==> src/rtl/matmul_pkg.sv <==
// Shared definitions for the matmul flag collector: sizing, FSM states,
// cell indexing and dimension clamping.
package matmul_pkg;

    localparam int unsigned DATA_WIDTH = 32;
    localparam int unsigned BUS_WIDTH  = 64;
    localparam int unsigned MAX_DIM    = BUS_WIDTH / DATA_WIDTH;
    localparam int unsigned N_CELLS    = MAX_DIM * MAX_DIM;
    localparam int unsigned DIM_W      = $clog2(MAX_DIM + 1);
    localparam int unsigned CNT_W      = $clog2(N_CELLS + 1);

    typedef enum logic [1:0] {
        IDLE   = 2'd0,
        RUN    = 2'd1,
        COMMIT = 2'd2
    } state_e;

    // Bit position of result cell (r,c) in the flag vector.
    function automatic int unsigned cell_idx(input int unsigned r, input int unsigned c);
        return r * MAX_DIM + c;
    endfunction

    // A zero dimension means one; anything beyond the array size saturates.
    function automatic logic [DIM_W-1:0] clamp_dim(input logic [DIM_W-1:0] d);
        if (d == '0) begin
            return DIM_W'(1);
        end else if (d > DIM_W'(MAX_DIM)) begin
            return DIM_W'(MAX_DIM);
        end else begin
            return d;
        end
    endfunction

endpackage

==> src/rtl/matmul_flag_collector_popcount.sv <==
// Combinational population count of the committed flag vector.
module flag_popcount #(
    parameter int unsigned N = 4,
    parameter int unsigned W = 3
) (
    input  logic [N-1:0] bits_i,
    output logic [W-1:0] count_o
);

    always_comb begin
        count_o = '0;
        for (int i = 0; i < int'(N); i++) begin
            count_o = count_o + W'(bits_i[i]);
        end
    end

endmodule

==> src/rtl/matmul_flag_collector.sv <==
// Collects per-cell MAC overflow pulses into a sticky, dimension-masked vector
// and commits it to the flags register with a one-cycle write/done pulse.
module matmul_flag_collector
    import matmul_pkg::*;
(
    input  logic               clk_i,
    input  logic               rst_ni,
    input  logic               start_i,
    input  logic [DIM_W-1:0]   dim_n_i,
    input  logic [DIM_W-1:0]   dim_m_i,
    input  logic [DIM_W-1:0]   dim_k_i,
    input  logic               step_valid_i,
    input  logic [N_CELLS-1:0] cell_ovf_i,
    output logic               busy_o,
    output logic               flags_we_o,
    output logic [N_CELLS-1:0] flags_data_o,
    output logic [CNT_W-1:0]   ovf_count_o,
    output logic               done_o
);

    state_e             state_q, state_d;
    logic [CNT_W-1:0]   cnt_q, cnt_d;
    logic [N_CELLS-1:0] sticky_q, sticky_d;
    logic [DIM_W-1:0]   dim_n_q, dim_n_d;
    logic [DIM_W-1:0]   dim_m_q, dim_m_d;
    logic [DIM_W-1:0]   dim_k_q, dim_k_d;
    logic [N_CELLS-1:0] mask;
    logic [CNT_W-1:0]   cnt_inc;

    // Cells outside the active N x M window can never raise a flag.
    for (genvar r = 0; r < int'(MAX_DIM); r++) begin : g_row
        for (genvar c = 0; c < int'(MAX_DIM); c++) begin : g_col
            assign mask[cell_idx(r, c)] = (DIM_W'(r) < dim_n_q) && (DIM_W'(c) < dim_m_q);
        end
    end

    assign cnt_inc = cnt_q + CNT_W'(1);

    always_comb begin
        state_d  = state_q;
        cnt_d    = cnt_q;
        sticky_d = sticky_q;
        dim_n_d  = dim_n_q;
        dim_m_d  = dim_m_q;
        dim_k_d  = dim_k_q;
        unique case (state_q)
            IDLE: begin
                if (start_i) begin
                    dim_n_d  = clamp_dim(dim_n_i);
                    dim_m_d  = clamp_dim(dim_m_i);
                    dim_k_d  = clamp_dim(dim_k_i);
                    sticky_d = '0;
                    cnt_d    = '0;
                    state_d  = RUN;
                end
            end
            RUN: begin
                if (step_valid_i) begin
                    sticky_d = sticky_q | (cell_ovf_i & mask);
                    cnt_d    = cnt_inc;
                    if (cnt_inc == CNT_W'(dim_k_q)) begin
                        state_d = COMMIT;
                    end
                end
            end
            COMMIT: begin
                state_d = IDLE;
            end
            default: begin
                state_d = IDLE;
            end
        endcase
    end

    always_ff @(posedge clk_i or negedge rst_ni) begin
        if (!rst_ni) begin
            state_q  <= IDLE;
            cnt_q    <= '0;
            sticky_q <= '0;
            dim_n_q  <= '0;
            dim_m_q  <= '0;
            dim_k_q  <= '0;
        end else begin
            state_q  <= state_d;
            cnt_q    <= cnt_d;
            sticky_q <= sticky_d;
            dim_n_q  <= dim_n_d;
            dim_m_q  <= dim_m_d;
            dim_k_q  <= dim_k_d;
        end
    end

    assign busy_o       = (state_q != IDLE);
    assign flags_we_o   = (state_q == COMMIT);
    assign done_o       = (state_q == COMMIT);
    assign flags_data_o = sticky_q;

    flag_popcount #(
        .N (N_CELLS),
        .W (CNT_W)
    ) u_popcount (
        .bits_i  (sticky_q),
        .count_o (ovf_count_o)
    );

endmodule

==> config.mk <==
export PLATFORM = sky130hd
export DESIGN_NAME = matmul_flag_collector
export DESIGN_NICKNAME = d
export VERILOG_FILES = /design/src/rtl/matmul_pkg.sv /design/src/rtl/matmul_flag_collector_popcount.sv /design/src/rtl/matmul_flag_collector.sv
export SDC_FILE = /design/constraint.sdc
export NUM_CORES = 1
export LEC_CHECK = 0
export CAP_MARGIN = 20
export CORE_MARGIN = 8
export CORE_UTILIZATION = 47
export CTS_BUF_LIST = sky130_fd_sc_hd__clkbuf_2
export DETAILED_ROUTE_END_ITERATION = 6
export GPL_TIMING_DRIVEN = 0
export HOLD_SLACK_MARGIN = 0.03
export PLACE_DENSITY = 0.8
export REMOVE_ABC_BUFFERS = 1
export SYNTH_ARGS = -nofsm -noshare
export SYNTH_HDL_FRONTEND = slang
export SYNTH_HIERARCHICAL = 1
export SYNTH_SLANG_ARGS = --single-unit
==> constraint.sdc <==
create_clock -name clk_i -period 1.98 [get_ports clk_i]
set_input_delay 0.198 -clock clk_i [delete_from_list [all_inputs] [get_ports clk_i]]
set_output_delay 0.198 -clock clk_i [all_outputs]
set_load 0.05 [all_outputs]
==> results of run 1 <==
-- routing by layer --
layer	vias up	routed length, µm	part of all wire, %
met3	0	144	8.7
met2	28	809	49
li1	313	-	-
met1	296	695	42
met5	-	0	0
met4	0	0	0
-- area by class of cell --
class,count,area [µm²]
clock buffer,4,20.0
fill,121,464
inverter,6,22.5
multi-input combinational,52,384
sequential,15,375
tap,16,20.0
timing repair buffer,24,238
-- critical path, delay by kind of cell (launching register included) --
kind       cells  cell delay (ps)
fa+ha+maj      3              960
buf+inv        3              230
flops          1              390
-- worst paths after layout --
| kind | from | end | slack [ps] | cells after the start |
|---|---|---|---|---|
| setup / recovery | flags_data_o[3] | ovf_count_o[1] | -60 | 6 |
| hold / removal | rst_ni | cnt_q[0] | 310 | 1 |
| setup reg to reg | state_q[0] | cnt_q[2] | 500 | 3 |
| hold reg to reg | dim_k_q[1] | dim_k_q[1] | 510 | 2 |
| max in group asynchronous | rst_ni | dim_m_q[0] | 1240 | 1 |
| min in group clk_i | dim_k_i[1] | dim_k_q[1] | 470 | 3 |
-- per-stage QoR --
| stage | total power, µW | util, % | std cells | setup TNS [ps] | cell area, µm² |
|---|---|---|---|---|---|
| after floorplan | 1460 | - | 73 | -462 | 757 |
| after global placement | 1760 | 64.1 | 109 | -897 | 977 |
| after detailed placement | 1810 | 64.1 | 109 | -979 | 977 |
| after CTS | 2060 | 68.0 | 116 | -80.1 | 1040 |
| after global routing | 2310 | 69.5 | 117 | -191 | 1060 |
| final | 2150 | 69.5 | 117 | -64.2 | 1060 |
-- sequential cells by signal, indices dropped and copies added, names as in the netlist --
name / count
dim_m_q: 2
flags_data_o: 4
cnt_q: 3
dim_n_q: 2
state_q: 2
dim_k_q: 2
-- report_power, final --
part / internal, µW / switching (µW) / leakage (µW)
Combinational: 593 / 817 / 0.000299
Clock: 53.6 / 91.1 / 0.0000166
Sequential: 445 / 147 / 0.000184
Total: 1090 / 1050 / 0.000499
-- layout by cell type (no fill, tap or decap), types with 3 or more instances in the layout --
master and n:
dfrtp_1 15, clkdlybuf4s50_1 14, nand2_1 12, nor2_1 5
o21ai_1 4, clkbuf_2 4, buf_4 4, inv_2 4
a21oi_1 3
-- cell families (layout without fill, tap and decap cells) --
family | Yosys count | count (layout) | synth area share [%]
xor+xnor | 3 | 3 | 3.37
flops | 15 | 15 | 48.1
compound gates | 13 | 13 | 11.1
buf+inv | 9 | 34 | 5.93
fa+ha+maj | 4 | 4 | 7.37
simple gates | 32 | 32 | 24.2
-- repair_timing --
item                                    4_1_cts  5_1_grt
endpoints found under the setup margin        5        4
pin swaps                                     1        1
buffers inserted                              3        1
resized for setup                            26        6
cloned                                        0        0
hold buffers                                  0        0
==> flow_metrics.tcl, run 1 <==
set metrics [dict create \
    met1_usage_pct 11.9 \
    drv_slew 0 \
    max_freq_mhz 489 \
    maxCapViolations 0 \
    fin_crit_sh_pct 103 \
    hold_violations 0 \
    cts_root_buf "clkbuf_2" \
    holdWs_ps 307 \
    crit_slowest_cell "fa_1" \
    holdCritPathClass "primary input to asynchronous set/reset pin" \
    synth_ff_type "dfrtp_1" \
    finalCriticalPeriod_ps 2040 \
    wl_mm 1.65 \
    clockBufferDepth 2 \
    wl_per_cell_um 14.1 \
    drt-vias-per-instance 5.44 \
    pin_count 24 \
    ys_types 32 \
    fp.dieArea_um2 3220 \
    yosysSeqAreaShare_pct 48.1 \
    status "finished, violations left" \
    drive_above_1_share_pct 21.8 \
    clkTransAtPathRegs_ps 140 \
    antenna_found_initial 0 \
    core-area_um2 1520 \
    grt_util_met2_pct 18.3 \
    fin_nets 120 \
    dr.pass1.iters 4 \
    ys.warnings.count 6 \
    numPortBuffers 20 \
    grt-ovfl-total 0 \
    ys_seq_elements 15 \
    async_flop_share_pct 100 \
    critPathArrivalTime_ps 1850 \
    met3_usage_pct 4.72 \
    rsz0062_at_grt "true" \
    grt_pass1_wl_mm 2.89 \
    synth.most_common_cell "dfrtp_1" \
    syn_inst 76 \
    initial_core_util_pct 51.2 \
    cts_buffers 3 \
    path_max_fanout 2 \
    max-vdd-ir-drop_v 0.00111 \
    area_growth_pct 35.7 \
    fp.dieW_um 56.8 \
    max-slew-margin-rel_pct 55.8 \
    place_ws_ps -464 \
    setup_viol 1 \
    syn_avg_cell_area_um2 10.3 \
    htreeDepth 1 \
    vias 637 \
    crit_type "flip-flop to primary output" \
    start_kind "flip-flop" \
    synth_edf_count 0 \
    ys_top_cells_by_area "dfrtp_1, nand2_1, ha_1" \
    die_h_um 56.8 \
    setup_slack_ps -64.2 \
    p_leak_uw 0.000499 \
    grt_busiest_layer "met2" \
    grt_pass1_vias 658 \
    synth_top_cells_by_count "dfrtp_1, nand2_1, inv_1" \
    worst_pin_slew_ps 660 \
    gr-usage-all-layers_pct 10.8 \
    drtIter0Drc 8 \
    synth_area_leader_cell "dfrtp_1" \
    critPathMaxStageDelay_ps 550 \
    rows 14 \
    diodes 0 \
    clk_latency_ps 270 \
    gp_congestion 0.751 \
    ant_nets 0 \
    drc 0 \
    fin_skew_ps 9.74 \
    dp_hpwl_mm 1.26 \
    end_kind "primary output" \
    critPathRequiredTime_ps 1780 \
    yosysTopAreaCellShare_pct 48.1 \
    cts_tree "yes" \
    grt_max_degree 16 \
    violations "negative setup slack" \
    synth_area_um2 781 \
    crit_chain "inv_2, fa_1, inv_2, ha_4, ha_4, buf_8" \
    pwr_density_cell_nw_per_um2 2030 \
    cts_num_sinks 15 \
]
No activity file was read; power rests on OpenSTA's default activity.
==> run 2, diff against run 1 <==
--- a/config.mk
+++ b/config.mk
@@ -10,6 +10,7 @@
 export CORE_UTILIZATION = 47
 export CTS_BUF_LIST = sky130_fd_sc_hd__clkbuf_2
 export DETAILED_ROUTE_END_ITERATION = 6
+export GPL_ROUTABILITY_DRIVEN = 0
 export GPL_TIMING_DRIVEN = 0
 export HOLD_SLACK_MARGIN = 0.03
 export PLACE_DENSITY = 0.8
==> results of run 2 <==
The final DEF is identical to that of run 1; final timing and power are the same.
